==> config.mk <==
export PLATFORM = sky130hd
export DESIGN_NAME = regfile_writeback
export DESIGN_NICKNAME = d
export VERILOG_FILES = /design/src/rtl/regfile_writeback_pkg.sv /design/src/rtl/writeback_scoreboard.sv /design/src/rtl/regfile_writeback.sv
export SDC_FILE = /design/constraint.sdc
export NUM_CORES = 1
export LEC_CHECK = 0
export CAP_MARGIN = 30
export CORE_ASPECT_RATIO = 0.8
export CORE_UTILIZATION = 45
export CTS_CLUSTER_SIZE = 14
export DETAILED_ROUTE_END_ITERATION = 7
export PLACE_DENSITY = 0.91
export RECOVER_POWER = 50
export SKIP_CTS_REPAIR_TIMING = 1
export SYNTH_ARGS = -nofsm -noshare
export SYNTH_HDL_FRONTEND = slang
export SYNTH_SLANG_ARGS = --single-unit
==> constraint.sdc <==
create_clock -name CLOCK -period 6.47 [get_ports CLOCK]
set_clock_uncertainty 0.05 [all_clocks]
set_input_delay 1.294 -clock CLOCK [delete_from_list [all_inputs] [get_ports CLOCK]]
set_output_delay 1.294 -clock CLOCK [all_outputs]
set_load 0.01 [all_outputs]
==> src/rtl/regfile_writeback_pkg.sv <==
// Shared definitions for the register-file write-back front end:
// default widths, the zero register and the arbiter state encoding.
package regfile_writeback_pkg;

    localparam int unsigned DefaultDataWidth = 32;
    localparam int unsigned DefaultAddrWidth = 5;
    localparam int unsigned StarveCntW       = 4;

    localparam logic [4:0] REG_ZERO = 5'd0;

    typedef enum logic {
        AluPri = 1'b0,
        MemPri = 1'b1
    } arb_state_e;

endpackage

==> src/rtl/writeback_scoreboard.sv <==
// Pending-write scoreboard: one busy bit per register. A bit is set on issue and
// cleared on write-back; when both happen on the same edge, the set wins.
module writeback_scoreboard #(
    parameter int unsigned ADDR_WIDTH = 5
) (
    input  logic                       clk_i,
    input  logic                       rst_i,
    input  logic                       set_en_i,
    input  logic [ADDR_WIDTH-1:0]      set_addr_i,
    input  logic                       clr_en_i,
    input  logic [ADDR_WIDTH-1:0]      clr_addr_i,
    output logic                       stall_o,
    output logic [2**ADDR_WIDTH-1:0]   busy_o
);

    logic [2**ADDR_WIDTH-1:0] busy_q, busy_d;

    // set_en_i is the issue request; it only takes effect when not stalled.
    assign stall_o = set_en_i && (set_addr_i != '0) && busy_q[set_addr_i];

    always_comb begin
        busy_d = busy_q;
        if (clr_en_i) begin
            busy_d[clr_addr_i] = 1'b0;
        end
        if (set_en_i && !stall_o) begin
            busy_d[set_addr_i] = 1'b1;
        end
        busy_d[0] = 1'b0;
    end

    always_ff @(posedge clk_i) begin
        if (rst_i) begin
            busy_q <= '0;
        end else begin
            busy_q <= busy_d;
        end
    end

    assign busy_o = busy_q;

endmodule

==> src/rtl/regfile_writeback.sv <==
// Arbitrates ALU and load results onto the register file's single write port,
// with starvation protection for loads and a pending-write scoreboard.
module regfile_writeback
    import regfile_writeback_pkg::*;
#(
    parameter int unsigned DATA_WIDTH   = DefaultDataWidth,
    parameter int unsigned ADDR_WIDTH   = DefaultAddrWidth,
    parameter int unsigned STARVE_LIMIT = 4
) (
    input  logic                      CLOCK,
    input  logic                      RESET,
    input  logic                      ALU_VALID,
    output logic                      ALU_READY,
    input  logic [ADDR_WIDTH-1:0]     ALU_DEST,
    input  logic [DATA_WIDTH-1:0]     ALU_DATA,
    input  logic                      MEM_VALID,
    output logic                      MEM_READY,
    input  logic [ADDR_WIDTH-1:0]     MEM_DEST,
    input  logic [DATA_WIDTH-1:0]     MEM_DATA,
    input  logic                      ISSUE_VALID,
    input  logic [ADDR_WIDTH-1:0]     ISSUE_DEST,
    output logic                      STALL,
    output logic [2**ADDR_WIDTH-1:0]  BUSY,
    output logic [ADDR_WIDTH-1:0]     A3,
    output logic                      WE,
    output logic [DATA_WIDTH-1:0]     WD
);

    localparam logic [StarveCntW-1:0] StarveMax = StarveCntW'(STARVE_LIMIT);
    localparam logic [ADDR_WIDTH-1:0] RegZero   = ADDR_WIDTH'(REG_ZERO);

    arb_state_e              state_q, state_d;
    logic [StarveCntW-1:0]   starve_q, starve_d;
    logic [ADDR_WIDTH-1:0]   a3_q, a3_d;
    logic [DATA_WIDTH-1:0]   wd_q, wd_d;
    logic                    we_q, we_d;

    logic                    alu_xfer, mem_xfer, xfer;
    logic [ADDR_WIDTH-1:0]   xfer_dest;
    logic [DATA_WIDTH-1:0]   xfer_data;

    always_comb begin
        ALU_READY = 1'b1;
        MEM_READY = !ALU_VALID;
        if (state_q == MemPri) begin
            MEM_READY = 1'b1;
            ALU_READY = !MEM_VALID;
        end

        // Ready functions guarantee at most one of these is high.
        alu_xfer  = ALU_VALID && ALU_READY;
        mem_xfer  = MEM_VALID && MEM_READY;
        xfer      = alu_xfer || mem_xfer;
        xfer_dest = alu_xfer ? ALU_DEST : MEM_DEST;
        xfer_data = alu_xfer ? ALU_DATA : MEM_DATA;

        a3_d = a3_q;
        wd_d = wd_q;
        we_d = 1'b0;
        if (xfer) begin
            a3_d = xfer_dest;
            wd_d = xfer_data;
            we_d = (xfer_dest != RegZero);
        end

        starve_d = '0;
        if (MEM_VALID && !MEM_READY) begin
            starve_d = (starve_q == StarveMax) ? starve_q : starve_q + 1'b1;
        end

        state_d = state_q;
        unique case (state_q)
            AluPri: if (starve_d == StarveMax) state_d = MemPri;
            MemPri: if (mem_xfer || !MEM_VALID) state_d = AluPri;
            default: state_d = AluPri;
        endcase
    end

    always_ff @(posedge CLOCK) begin
        if (RESET) begin
            state_q  <= AluPri;
            starve_q <= '0;
            a3_q     <= '0;
            wd_q     <= '0;
            we_q     <= 1'b0;
        end else begin
            state_q  <= state_d;
            starve_q <= starve_d;
            a3_q     <= a3_d;
            wd_q     <= wd_d;
            we_q     <= we_d;
        end
    end

    assign A3 = a3_q;
    assign WD = wd_q;
    assign WE = we_q;

    writeback_scoreboard #(
        .ADDR_WIDTH (ADDR_WIDTH)
    ) u_scoreboard (
        .clk_i      (CLOCK),
        .rst_i      (RESET),
        .set_en_i   (ISSUE_VALID),
        .set_addr_i (ISSUE_DEST),
        .clr_en_i   (xfer),
        .clr_addr_i (xfer_dest),
        .stall_o    (STALL),
        .busy_o     (BUSY)
    );

endmodule
==> parameters.txt <==
Parameter                              Value

Placement
  Worst setup slack before clock tree synthesis    approximately 680 ps
  Port-buffer cells    between 150 and 200
  Final Wtd Congestion    0.9542
  Half-perimeter wire length after detailed placement    9.018 mm

Global route
  Total global-route track usage    29.08%
  First-pass GRT wire length    19.10 mm
  Maximum number of pins on one net before global-route repair    39
  Vias in the first global route    3,756
  Total gr overflow    0
  Number of antenna violations at the first check in global routing    1

Status
  Violations in the final reports    capacitance limit, slew limit
  Result of the run    finished, violations left

CTS
  CTS tree    yes
  # H-tree levels    3
  Clock insertion delay at the later pin of the skew report    360 ps
  TritonCTS sink count    74
  CTS buffer count    9
  Max Root-Sink Buffers    2
  Cell chosen for the clock root    sky130_fd_sc_hd__clkbuf_8
  Post-CTS clock slew at the launch and capture registers of the worst setup and hold paths    80 ps

Power and ir drop
  Static Leakage    2.283 nW
  Power Dens Cells    about 210 mW/mm²
  Peak supply drop    0.0001323 V

Worst setup path
  Worst-path fanout max    13
  Number of cells traversed by the worst register-to-register path    6
  Nature of the critical path endpoint    primary output
  Reg2reg setup slack    approximately 2300 ps
  Kind of start point of the critical path    input pin
  Worst Setup Path Type    in -> out
  Worst R2R End    u_scoreboard.busy_o[5]
  Required time at the worst-slack endpoint    5130 ps
  CP Data Arrival Time    between 4000 and 5000 ps
  Startpoint of the most critical register-to-register path    state_q

Final layout
  Number of nets in the layout    670
  Layout overhead on the synthesized area    51.07%
  Layout cells sized above 1    under 10%
  Share of the core filled with cells in the final layout    70.23%

Logic synthesis
  Main area contributors after synthesis    sky130_fd_sc_hd__dfxtp_1 40%, sky130_fd_sc_hd__mux2i_1 13%, sky130_fd_sc_hd__o21ai_1 7.1%
  Cell taking the most area after synthesis    sky130_fd_sc_hd__dfxtp_1
  Share of async-settable or async-resettable flops after synthesis    0%
  Count of synthesis-stage warnings from yosys    0
  Number of synthesized flops with an enable pin    0
  Netlist cell types    50
  Most instantiated flip-flop cell in the synthesis netlist    sky130_fd_sc_hd__dfxtp_1
  Post-synthesis sequential area ratio    40.29%
  Total nets after synthesis    527
  #FFs+latches synth    74
  Post-synth top area share    40.29%
  Most common library cells after synthesis    74 x sky130_fd_sc_hd__dfxtp_1, 62 x sky130_fd_sc_hd__nand2_1, 52 x sky130_fd_sc_hd__o21ai_1
  Cell count after synthesis    about 440
  Cell with the most instances after synthesis    sky130_fd_sc_hd__dfxtp_1
  Post-Syn Area    about 0.0037 mm²
  Avg Inst Size Synth    8.338 µm²

Floorplan
  Chip Width    103.1 µm
  Effective utilization at floorplan    46.49%
  Area of the die    0.008539 mm²
  Die Height    82.86 µm
  Placeable core area    0.007910 mm²
  Number of cell rows    29
  Count of boundary I/O pins    between 150 and 200

STA
  Minimum setup slack in the final design    621.5 ps
  Maximum frequency from static timing analysis    about 170 MHz
  Actual transition at the worst max-transition pin    2813 ps
  Fin. max-slew vios    18
  Hold violation count in the final report    0
  Ratio of final minimum period to clock period    90.39%
  Setup-failing EPs final    0
  Crit path time final    5849 ps
  Setup Total Neg Slack    0 ps
  Unrepaired setup endpoints after global routing    no
  Relative max-transition margin    -89.19%

Flow run
  Max-cap violations    1

Routing
  Total length of routed wires    11.90 mm
  Number of routed nets with antenna violations    0
  Number of remaining DRC errors    0
  Number of DRC markers in iteration 0    250
  Via count    3,803
  Pre-antenna DRT Iters    6
  Post-DR wirelength/cell    ~17 µm
  Detail-routed via count per cell    5.448

Hold path
  Origin of the worst min-delay path    A3[4]
  Hold endpoint    A3[4]
  Min-delay worst type    reg -> reg
  Worst hold path stage count    2
[per-stage QoR]
| stage | hold slack [ps] | instance area, µm² | std cells | power, mW |
|---|---|---|---|---|
| floorplan | 422.6 | 3677 | 441 | 0.5858 |
| global placement | 383.5 | 5299 | 681 | 0.6973 |
| detailed placement | 391.4 | 5299 | 681 | 0.7021 |
| CTS | 402.4 | 5564 | 697 | 1.174 |
| global route | 420.1 | 5555 | 698 | 1.208 |
| finish | 396.4 | 5555 | 698 | 1.168 |
[critical path, stage by stage]
cell,delay [ps]
sky130_fd_sc_hd__clkdlybuf4s50_1,870
sky130_fd_sc_hd__buf_4,270
sky130_fd_sc_hd__mux2i_1,80
sky130_fd_sc_hd__o22ai_1,170
sky130_fd_sc_hd__a22oi_1,110
sky130_fd_sc_hd__o21ai_1,840
sky130_fd_sc_hd__o221a_1,310
sky130_fd_sc_hd__clkdlybuf4s50_1,540
[kinds of logic after synthesis]
family,Yosys count,synth area share [%]
AOI/OAI and AO/OA,91,15.86
xor gates and xnor gates,3,0.7147
adders and majority gates,2,0.6804
buffers and inverters,53,5.988
DFF,74,40.29
muxes,54,15.58
other,1,0.1020
and+or+nand+nor,163,20.79
[metal layers]
| metal | vias up | routed length, µm | track usage (%) |
|---|---|---|---|
| met2 | 170 | 5754 | 46.06 |
| met1 | 1796 | 4932 | 38.10 |
| met3 | 23 | 998 | 8.923 |
| li1 | 1814 | - | - |
| met4 | 0 | 214 | 8.067 |
| met5 | - | 0 | 0 |
[flip-flops by register name (all words and copies together), names as in the netlist]
| name | count |
|---|---|
| starve_q | 4 |
| A3 | 5 |
| u_scoreboard.busy_o | 31 |
| WD | 32 |
| state_q | 1 |
| WE | 1 |
[worst max path at each step]
stage                              from  endpoint  slack [ps]  depth (start not counted)
after floorplan           ISSUE_DEST[0]     STALL        2160                          7
after global placement    ISSUE_DEST[0]     STALL         710                          7
after detailed placement  ISSUE_DEST[0]     STALL         680                          7
after CTS                 ISSUE_DEST[0]     STALL         670                          7
after global routing      ISSUE_DEST[0]     STALL         500                          8
final                     ISSUE_DEST[0]     STALL         620                          8
[placed cells by master, fill, tap and decap left out, types with 3 or more instances in the layout]
cell,instances
sky130_fd_sc_hd__clkdlybuf4s50_1,87
sky130_fd_sc_hd__dfxtp_1,74
sky130_fd_sc_hd__dlygate4sd3_1,68
sky130_fd_sc_hd__nand2_1,62
sky130_fd_sc_hd__o21ai_1,52
sky130_fd_sc_hd__mux2i_1,49
sky130_fd_sc_hd__nor2_1,40
sky130_fd_sc_hd__nand2b_1,24
sky130_fd_sc_hd__inv_1,23
sky130_fd_sc_hd__o32ai_1,17
sky130_fd_sc_hd__nand3_1,11
sky130_fd_sc_hd__clkbuf_8,9
sky130_fd_sc_hd__buf_4,6
sky130_fd_sc_hd__nor2b_1,5
sky130_fd_sc_hd__nand3b_1,4
sky130_fd_sc_hd__bufinv_16,4
sky130_fd_sc_hd__and3b_1,3
sky130_fd_sc_hd__o22ai_1,3
sky130_fd_sc_hd__nor3_1,3
sky130_fd_sc_hd__or2_1,3
sky130_fd_sc_hd__o41ai_1,3
[layout make-up]
| type | instances | area (µm²) |
|---|---|---|
| fill | 604 | 2355 |
| tap | 108 | 135.1 |
| clock buffer | 10 | 127.6 |
| sequential | 74 | 1481 |
| timing repair buffer | 161 | 1597 |
| antenna | 1 | 2.502 |
| clock inverter | 6 | 137.6 |
| multi-input combinational | 314 | 1984 |
| inverter | 24 | 90.09 |
[power breakdown]
group / total, mW / switching [mW] / leakage (nW) / internal (mW)
clock: 0.480 / 0.183 / 0.131 / 0.298
sequential: 0.487 / 0.0110 / 0.606 / 0.476
combinational: 0.200 / 0.0948 / 1.55 / 0.106
total: 1.17 / 0.289 / 2.28 / 0.879
Power figures use the tool's default switching activity.
